### config.mk
export PLATFORM = sky130hd
export DESIGN_NAME = mac_vec_acc
export DESIGN_NICKNAME = d
export VERILOG_FILES = /design/src/rtl/mac_pkg.sv /design/src/rtl/mac_lane_mul.sv /design/src/rtl/mac_vec_acc.sv
export SDC_FILE = /design/constraint.sdc
export NUM_CORES = 2
export LEC_CHECK = 0
export ABC_CLOCK_PERIOD_IN_PS = 6200
export BUFFER_PORTS_ARGS = -buffer_cell sky130_fd_sc_hd__buf_2
export CAP_MARGIN = 20
export CORE_MARGIN = 2
export CORE_UTILIZATION = 66
export CTS_CLUSTER_DIAMETER = 150
export DETAILED_ROUTE_END_ITERATION = 12
export HOLD_SLACK_MARGIN = 0.06
export PLACE_DENSITY = 0.84
export RECOVER_POWER = 25
export SYNTH_ARGS = -nofsm -noshare
export SYNTH_HDL_FRONTEND = slang
export SYNTH_SLANG_ARGS = --single-unit
### constraint.sdc
create_clock -name clk -period 6.2 [get_ports clk]
set_clock_uncertainty 0.2 [all_clocks]
set_input_delay 0.31 -clock clk [delete_from_list [all_inputs] [get_ports clk]]
set_output_delay 0.31 -clock clk [all_outputs]
set_load 0.01 [all_outputs]
### src/rtl/mac_pkg.sv
// rtl/mac_pkg.sv - Q-format defaults and saturation helpers shared by the MAC datapath
package mac_pkg;

    localparam int Q_DATA_WIDTH = 16;
    localparam int Q_FRAC_BITS  = 12;

    function automatic logic signed [63:0] sat_hi(input int width);
        return (64'sd1 <<< (width - 1)) - 64'sd1;
    endfunction

    function automatic logic signed [63:0] sat_lo(input int width);
        return -(64'sd1 <<< (width - 1));
    endfunction

    function automatic logic signed [63:0] sat_value(input logic signed [63:0] v,
                                                     input int                 width);
        if (v > sat_hi(width)) begin
            return sat_hi(width);
        end
        if (v < sat_lo(width)) begin
            return sat_lo(width);
        end
        return v;
    endfunction

    function automatic logic sat_flag(input logic signed [63:0] v, input int width);
        return (v > sat_hi(width)) || (v < sat_lo(width));
    endfunction

endpackage

### src/rtl/mac_lane_mul.sv
// rtl/mac_lane_mul.sv - one lane: signed multiply, optional half-LSB bias, arithmetic shift, register
module mac_lane_mul
    import mac_pkg::*;
#(
    parameter int DATA_WIDTH = Q_DATA_WIDTH,
    parameter int FRAC_BITS  = Q_FRAC_BITS,
    parameter int ROUND      = 0
) (
    input  logic                  clk,
    input  logic                  rst,
    input  logic                  en_i,
    input  logic [DATA_WIDTH-1:0] a_i,
    input  logic [DATA_WIDTH-1:0] b_i,
    output logic [2*DATA_WIDTH:0] prod_o
);

    // One spare bit keeps the rounding bias from overflowing the full product.
    localparam int PW      = 2 * DATA_WIDTH + 1;
    localparam int HALF_SH = (FRAC_BITS > 0) ? FRAC_BITS - 1 : 0;
    localparam logic signed [PW-1:0] BIAS =
        (ROUND != 0 && FRAC_BITS > 0) ? (PW'(1) << HALF_SH) : '0;

    logic signed [PW-1:0] a_ext;
    logic signed [PW-1:0] b_ext;
    logic signed [PW-1:0] full;
    logic signed [PW-1:0] biased;
    logic signed [PW-1:0] prod_d;
    logic        [PW-1:0] prod_q;

    assign a_ext  = PW'($signed(a_i));
    assign b_ext  = PW'($signed(b_i));
    assign full   = a_ext * b_ext;
    assign biased = full + BIAS;
    assign prod_d = biased >>> FRAC_BITS;

    always_ff @(posedge clk or posedge rst) begin
        if (rst) begin
            prod_q <= '0;
        end else if (en_i) begin
            prod_q <= prod_d;
        end
    end

    assign prod_o = prod_q;

endmodule

### src/rtl/mac_vec_acc.sv
// rtl/mac_vec_acc.sv - LANES-wide fixed-point dot-product accumulator with saturated, stallable output
module mac_vec_acc
    import mac_pkg::*;
#(
    parameter int DATA_WIDTH = Q_DATA_WIDTH,
    parameter int FRAC_BITS  = Q_FRAC_BITS,
    parameter int LANES      = 4,
    parameter int ACC_WIDTH  = 32,
    parameter int ROUND      = 0
) (
    input  logic                        clk,
    input  logic                        rst,
    input  logic                        in_valid,
    output logic                        in_ready,
    input  logic [LANES*DATA_WIDTH-1:0] a_vec,
    input  logic [LANES*DATA_WIDTH-1:0] b_vec,
    input  logic                        in_last,
    output logic                        out_valid,
    input  logic                        out_ready,
    output logic [DATA_WIDTH-1:0]       result,
    output logic                        sat
);

    localparam int LW     = 2 * DATA_WIDTH + 1;
    localparam int LEVELS = $clog2(LANES);

    logic                        stall;
    logic                        s1_en;
    logic                        s1_valid_q;
    logic                        s1_last_q;
    logic [LW-1:0]               lane_q [LANES];
    logic signed [ACC_WIDTH-1:0] tree_sum;
    logic signed [ACC_WIDTH-1:0] acc_sum;
    logic signed [ACC_WIDTH-1:0] acc_q;
    logic signed [ACC_WIDTH-1:0] acc_d;
    logic                        out_valid_q;
    logic                        out_valid_d;
    logic [DATA_WIDTH-1:0]       result_q;
    logic [DATA_WIDTH-1:0]       result_d;
    logic                        sat_q;
    logic                        sat_d;

    // A held result freezes the whole pipe so no accepted beat is ever dropped.
    assign stall    = out_valid_q & ~out_ready;
    assign s1_en    = ~stall;
    assign in_ready = ~stall;

    for (genvar i = 0; i < LANES; i++) begin : g_lane
        mac_lane_mul #(
            .DATA_WIDTH (DATA_WIDTH),
            .FRAC_BITS  (FRAC_BITS),
            .ROUND      (ROUND)
        ) u_lane (
            .clk    (clk),
            .rst    (rst),
            .en_i   (s1_en),
            .a_i    (a_vec[i*DATA_WIDTH +: DATA_WIDTH]),
            .b_i    (b_vec[i*DATA_WIDTH +: DATA_WIDTH]),
            .prod_o (lane_q[i])
        );
    end

    always_ff @(posedge clk or posedge rst) begin
        if (rst) begin
            s1_valid_q <= 1'b0;
            s1_last_q  <= 1'b0;
        end else if (s1_en) begin
            s1_valid_q <= in_valid;
            s1_last_q  <= in_valid & in_last;
        end
    end

    // Binary adder tree: level 0 holds the sign-extended lanes, each level halves the count.
    for (genvar l = 0; l <= LEVELS; l++) begin : g_lvl
        logic signed [ACC_WIDTH-1:0] v [LANES >> l];
        for (genvar j = 0; j < (LANES >> l); j++) begin : g_node
            if (l == 0) begin : g_leaf
                assign v[j] = ACC_WIDTH'($signed(lane_q[j]));
            end else begin : g_add
                assign v[j] = g_lvl[l-1].v[2*j] + g_lvl[l-1].v[2*j+1];
            end
        end
    end

    assign tree_sum = g_lvl[LEVELS].v[0];
    assign acc_sum  = acc_q + tree_sum;

    always_comb begin
        acc_d       = acc_q;
        out_valid_d = out_valid_q;
        result_d    = result_q;
        sat_d       = sat_q;
        if (!stall) begin
            out_valid_d = s1_valid_q & s1_last_q;
            if (s1_valid_q) begin
                if (s1_last_q) begin
                    acc_d    = '0;
                    result_d = DATA_WIDTH'(sat_value(64'(acc_sum), DATA_WIDTH));
                    sat_d    = sat_flag(64'(acc_sum), DATA_WIDTH);
                end else begin
                    acc_d = acc_sum;
                end
            end
        end
    end

    always_ff @(posedge clk or posedge rst) begin
        if (rst) begin
            acc_q       <= '0;
            out_valid_q <= 1'b0;
            result_q    <= '0;
            sat_q       <= 1'b0;
        end else begin
            acc_q       <= acc_d;
            out_valid_q <= out_valid_d;
            result_q    <= result_d;
            sat_q       <= sat_d;
        end
    end

    assign out_valid = out_valid_q;
    assign result    = result_q;
    assign sat       = sat_q;

endmodule

== Yosys cells after proc, flatten, opt, wreduce, memory -nomap -nowiden ==
Index checks and enable logic that the tools add are counted.

* Logic and storage cells: 42
* Output and inout bits: 19
* Input port bits: 133
* Flip-flop bits (word level): 132

* Bitwise gates (word level): 5
* Reduce and logical (&&, ||, !) cells: 3
* $add $sub $neg: 4
* Order comparisons: 2
* Multiplexer cells: 14
* $mul: 4

{| class="wikitable"
|+ Operators with widths
! kind !! count
|-
| 16-bit by 16-bit multiplier with 32-bit output || 4
|-
| 16-bit two-way mux || 4
|-
| 20-bit by 20-bit adder with 21-bit output || 2
|-
| 32-bit by 22-bit adder with 32-bit output || 1
|-
| 32-bit by 16-bit greater-than comparator with 1-bit output (second input constant) || 1
|-
| 32-bit by 16-bit less-than comparator with 1-bit output (second input constant) || 1
|-
| 32-bit two-way mux || 1
|-
| 21-bit by 21-bit adder with 22-bit output || 1
|-
| 1-bit two-way mux || 9
|-
| 1-bit AND || 3
|-
| 3-bit AND reduction || 1
|-
| 1-bit NOT || 2
|-
| 2-bit AND reduction || 1
|-
| 1-bit logical OR || 1
|}

== Logic depth before layout (Yosys ltp) ==
* Depth after elaboration: 14
* Gate-level depth with buffers: 25
* Gate-level depth less buffers: 24

== Modules after synthesis ==
From an unflattened synthesis, not the netlist that was laid out.

* Cells, all modules: 5157
* Area, all modules: 48018.6 um2

{| class="wikitable"
|+ By module, submodules not included
! module !! seq. area each (um2) !! area an instance (um2) !! cells an instance !! times used
|-
| mac_lane_mul at g_lane[1].u_lane ... || 500.5 || 10247.3 || 1089 || 2
|-
| mac_lane_mul at g_lane[0].u_lane || 500.5 || 10448.8 || 1116 || 1
|-
| mac_lane_mul at g_lane[3].u_lane || 500.5 || 10341.2 || 1097 || 1
|-
| mac_vec_acc || 1301.2 || 6734.0 || 766 || 1
|}

== Worst setup path after synthesis ==
No wires, ideal clock.

* Kind: input to register
* Start point: input b_vec[17]
* End point: register g_lane[1].u_lane.prod_q[13]
* Setup slack: -0.379 ns
* Path buffers: 1
* Stages on the path: 22
* Arrival: 6.254 ns
* Data required time: 5.875 ns
* Setup time: 0.125 ns
* Cells stage by stage: clkbuf_1 nand2_1 fa_1 inv_1 fa_1 inv_1 fa_1 fa_1 inv_1 fa_1 fa_1 ha_1 a21o_1 a31o_2 a211o_1 a31oi_1 o21ai_0 a221o_1 nor2_1 o21ai_0 xor2_1 mux2_2

* Word-level cells in the longest chain between the ends: 1

{| class="wikitable"
|+ RTL lines
! what !! RTL line !! text
|-
| start, declared || mac_vec_acc.sv:16 || <nowiki>input logic [LANES*DATA_WIDTH-1:0] b_vec,</nowiki>
|-
| 16-bit by 16-bit multiplier with 32-bit output || mac_lane_mul.sv:32 || <nowiki>assign full = a_ext * b_ext;</nowiki>
|-
| end signal, assigned || mac_lane_mul.sv:40 || <nowiki>prod_q <= prod_d;</nowiki>
|-
| end, declared || mac_lane_mul.sv:28 || <nowiki>logic [PW-1:0] prod_q;</nowiki>
|}

No other way between the ends.
A chain may end at the register's enable or synchronous reset.

== Worst setup path in the final report ==
* Start point: input b_vec[18]
* End point: register, netlist name g_lane[1].u_lane.prod_o[19]

* Word-level cells in the longest chain between the ends: 1

{| class="wikitable"
|+ RTL lines
! what !! RTL line
|-
| 16-bit by 16-bit multiplier with 32-bit output || mac_lane_mul.sv:32
|}

No other way between the ends.

==> Implementation_results.wiki <==
{| class="wikitable"
! Metric !! Value
|-
| Routed WL per cell || 17.62 µm
|-
| Synthesized Nets || 6,714
|-
| Initial antenna violation count || 6
|-
| Maximum number of pins on one net before global-route repair || 83
|-
| Final Hold Viols || 0
|-
| Slowest CP cell || fa_1
|-
| Number of enable flip-flop cells after synthesis || 0
|-
| Slew Limit Headroom || -151.7%
|-
| Critical path endpoint category || flop
|-
| Number of synthesized register bits || 132
|-
| Global-route wire length before repair || 191.7 mm
|-
| Cts bufs inserted || 17
|-
| Via density per instance || 5.513
|-
| Post-Synth Simple-Gate Area || 13.62%
|-
| Hold Crit Endpoint || acc_q[20]$_DFFE_PP0P_
|-
| Cell family with the largest share of critical-path delay || adder cells
|-
| Final cell area excluding filler cells || 52,020 µm²
|-
| Starting density of the core || 66.74%
|-
| Area of placed instances || 50,940 µm²
|-
| Slew at the pin closest to its max-slew limit || 3.755 ns
|-
| Reg-to-reg startpoint || acc_q[1]$_DFFE_PP0P_
|-
| Multiplexer share of the synthesized area || 0.1124%
|-
| Post-route ant nets || 0
|-
| Clock sink count || 132
|-
| Vert. Die Dim || 270.1 µm
|-
| DRC errors left || 0
|-
| Post-detailed-placement half-perimeter wirelength || 97.63 mm
|-
| Clock Pin Slew Worst Setup and Hold Paths || 0.06 ns
|-
| Post-Place Cells || 6,395
|-
| Total Routed Length || 113.6 mm
|-
| Vias in the first global route || 39,590
|-
| Data required time at the worst endpoint || 6.30 ns
|-
| GRT overflow || 0
|-
| Worst Path Class, Setup || in -> reg
|-
| Synthesis-to-finish area growth || 11.32%
|-
| Synthesized area per cell || 9.169 µm²
|-
| Largest family of logic cells by synthesized area || adder cells
|-
| Async S/R FF share, synth || 100.0%
|-
| 1st-pass router iterations || 8
|-
| Clock latency reported for the late side of the worst-skew pair || 0.44 ns
|-
| Critical path's most frequent cell || fa_1
|-
| Post-synth design cell area || 46,730 µm²
|-
| Cell Rows || 97
|-
| Met1 wire length || 42.16 mm
|-
| CTS tree || built
|-
| Top achievable clock speed || 0.1642 GHz
|-
| Maximum Capacitance Violations || 1
|-
| Launch instance of the worst min-delay path || acc_q[20]$_DFFE_PP0P_
|-
| Most used DFF post-synth || dfrtp_1
|-
| Post-Synthesis Cells || 5,097
|-
| Setup slack, reg-to-reg || 0.22 ns
|-
| Tcrit/Tclk final || 98.23%
|-
| Met2 layer wire length in the routed design || 58.22 mm
|-
| Multi-input gate area in the final layout || 37,750 µm²
|-
| GRT Util Overall || 32.69%
|-
| Largest stage delay on the critical path || 0.54 ns
|-
| Maximum fanout encountered on the critical timing path || 6
|-
| Critical path startpoint category || input pin
|-
| Fraction of synthesized cell area in xor and xnor cells || 2.568%
|-
| DIE WIDTH || 270.1 µm
|-
| Crit path cell chain || buf_2 -> buf_4 -> buf_12 -> nand2_1 -> inv_1 -> fa_1 -> buf_4 -> buf_4 -> fa_1 -> buf_4 -> fa_1 -> inv_1 -> fa_1 -> fa_1 -> inv_1 -> fa_1 -> ha_1 -> a21o_1 -> a21oi_1 -> o21ai_0 -> a211oi_2 -> o41ai_2 -> xnor2_1 -> a21oi_1
|-
| Vias after detailed routing || 35,540
|-
| Sequential element share of the synthesized area || 7.068%
|-
| Fraction of layout instances using a drive strength above 1 || 12.16%
|-
| R2r endpoint || result[1]$_DFFE_PP0P_
|-
| Max-slew violations || 83
|-
| Final period demand of the worst path || 6.090 ns
|-
| Fill cells || 4,810
|-
| Count of pins on the block boundary || 152
|-
| Area of the core region || 70,030 µm²
|-
| Data arrival time of the critical path || 6.19 ns
|-
| Cell variety after synth || 84
|-
| Met3 wire length || 7.841 mm
|-
| Final std cells w/o fill || 6,446
|-
| Result of the run || finished with violations
|-
| Number of warnings reported in the yosys synthesis log || 0
|-
| 1st-iter DRT viols || 2,400
|-
| Cell depth of the worst min-delay path || 2
|-
| Number of H-tree levels || 4
|-
| Buffers and inverters on the worst path || 9
|-
| Endpoints failing setup || 0
|-
| Cell count of the worst reg-to-reg path || 19
|-
| Hold WC Path Type || reg -> reg
|-
| Die area || 72,950 µm²
|-
| Port Buffer Count || 151
|-
| Synthesized-area fraction occupied by ao, oa, aoi and oai cells || 5.751%
|-
| Nets@finish || 7,105
|-
| Final RePlAce weighted congestion || 0.9621
|-
| Failing checks || max-capacitance violations, max-slew violations
|-
| Buffer depth of the longest clock path || 2
|-
| Flip-flop and latch area || 3303 µm²
|-
| Root buffer cell || clkbuf_16
|-
| Top routing layer used || met5
|-
| Adder-cell area share of the yosys netlist || 57.98%
|}
-- worst min-delay path, delay by kind of cell, from the launching register on --
family          cells  cell delay, ns
compound gates      1            0.06
flops               1            0.34
simple gates        1            0.05
-- cell type report --
cell class                 count  share of cell area [%]
multi-input combinational   3383                   72.57
clock buffer                  17                  0.8177
sequential                   132                   6.349
antenna                        5                 0.02405
tap                          940                   2.261
inverter                    1417                   10.23
timing repair buffer         537                   7.422
clock inverter                15                  0.3295
-- state kept, by name, indices dropped and copies added, names as in the netlist --
signal / count
s1_last_q: 1
s1_valid_q: 1
g_lane.u_lane.prod_o: 80
result: 16
out_valid: 1
acc_q: 32
sat: 1
-- worst max path at each step --
stage,from,to,cells after the start
floorplan,b_vec[1],g_lane[0].u_lane.prod_o[19]$_DFFE_PP0N_,22
global placement,b_vec[35],g_lane[2].u_lane.prod_o[18]$_DFFE_PP0N_,24
detailed placement,b_vec[35],g_lane[2].u_lane.prod_o[17]$_DFFE_PP0N_,24
CTS,b_vec[35],g_lane[2].u_lane.prod_o[17]$_DFFE_PP0N_,24
global route,a_vec[42],g_lane[2].u_lane.prod_o[19]$_DFFE_PP0N_,24
finish,b_vec[18],g_lane[1].u_lane.prod_o[19]$_DFFE_PP0N_,24
-- cells in the mapped netlist, drive strengths merged, types with 6 or more instances --
library cell | n | area, µm²
nor2b | 6 | 37.54
a211oi | 17 | 142.6
o22a | 13 | 121.4
a21oi | 129 | 660.6
o21ai | 69 | 345.3
a31oi | 13 | 87.58
fa | 1136 | 22740
a22o | 15 | 132.6
nor3 | 25 | 125.1
ha | 348 | 4354
nor2 | 131 | 491.7
o21bai | 11 | 82.58
o31ai | 17 | 127.6
xnor2 | 99 | 867.1
nand2b | 42 | 262.8
nand4 | 14 | 87.58
a21o | 39 | 292.8
o21a | 14 | 112.6
nand3 | 30 | 155.1
and3 | 15 | 93.84
a21boi | 9 | 67.56
dfrtp | 132 | 3303
and2 | 359 | 2248
buf | 9 | 56.30
inv | 1413 | 5304
o211ai | 10 | 93.84
nand2 | 699 | 2624
xor2 | 38 | 332.8
or3 | 9 | 57.56
clkbuf | 155 | 631.9
-- cells in the final DEF (no fill, tap or decap), types with 10 or more instances in the layout --
master / instances
nor2_1: 127
o21a_1: 13
xor2_1: 38
a21o_1: 39
nor3_1: 25
o21ai_0: 64
o21bai_1: 11
and3_1: 14
a21oi_1: 116
buf_2: 123
nand2_1: 690
ha_1: 343
o31ai_1: 15
a211oi_1: 12
and2_1: 353
nand3_1: 29
a22o_1: 14
dfrtp_1: 132
inv_1: 1405
fa_1: 1128
xnor2_1: 99
clkbuf_16: 17
nand4_1: 14
clkbuf_4: 10
buf_4: 383
nand2b_1: 42
a21oi_2: 12
-- per-layer routing --
metal  track usage, %  vias to the layer above
met1            41.27                    18120
li1                 -                    15640
met5                0                        -
met3            4.525                      374
met4            13.92                        4
met2            56.72                     1406
-- cell families (layout without fill, tap and decap cells) --
logic type / Yosys count / after routing
compound gates: 403 / 404
xor+xnor: 137 / 137
fa+ha+maj: 1484 / 1484
buf+inv: 1583 / 1986
flops: 132 / 132
mux: 5 / 5
other cells: 0 / 5
simple gates: 1353 / 1353
-- timing repair --
| item | in CTS | in global routing |
|---|---|---|
| setup buffers | 0 | 8 |
| hold buffers | 5 | 0 |
| setup endpoints to repair | 0 | 47 |
| gates resized for setup | 0 | 115 |
| hold endpoints to repair | 83 | 0 |
-- per-stage QoR --
| step | hold slack, ns | TNS, ns | utilization, % | setup WS (ns) |
|---|---|---|---|---|
| 5_1_grt | 0.3061 | -0.2189 | 74.29 | -0.05797 |
| 6_report | 0.2871 | 0 | 74.29 | 0.1100 |
| 2_1_floorplan | 0.2225 | 0 | - | 0.002787 |
| 4_1_cts | 0.2902 | 0 | 73.66 | 0.005673 |
| 3_5_place_dp | 0.2700 | -9.051 | 72.74 | -0.4438 |
| 3_3_place_gp | 0.2593 | -3.422 | 72.74 | -0.3229 |
Power is left out: the tool's default activity adds up to more than one toggle a clock period on the data nets, which glitch-free logic cannot reach.
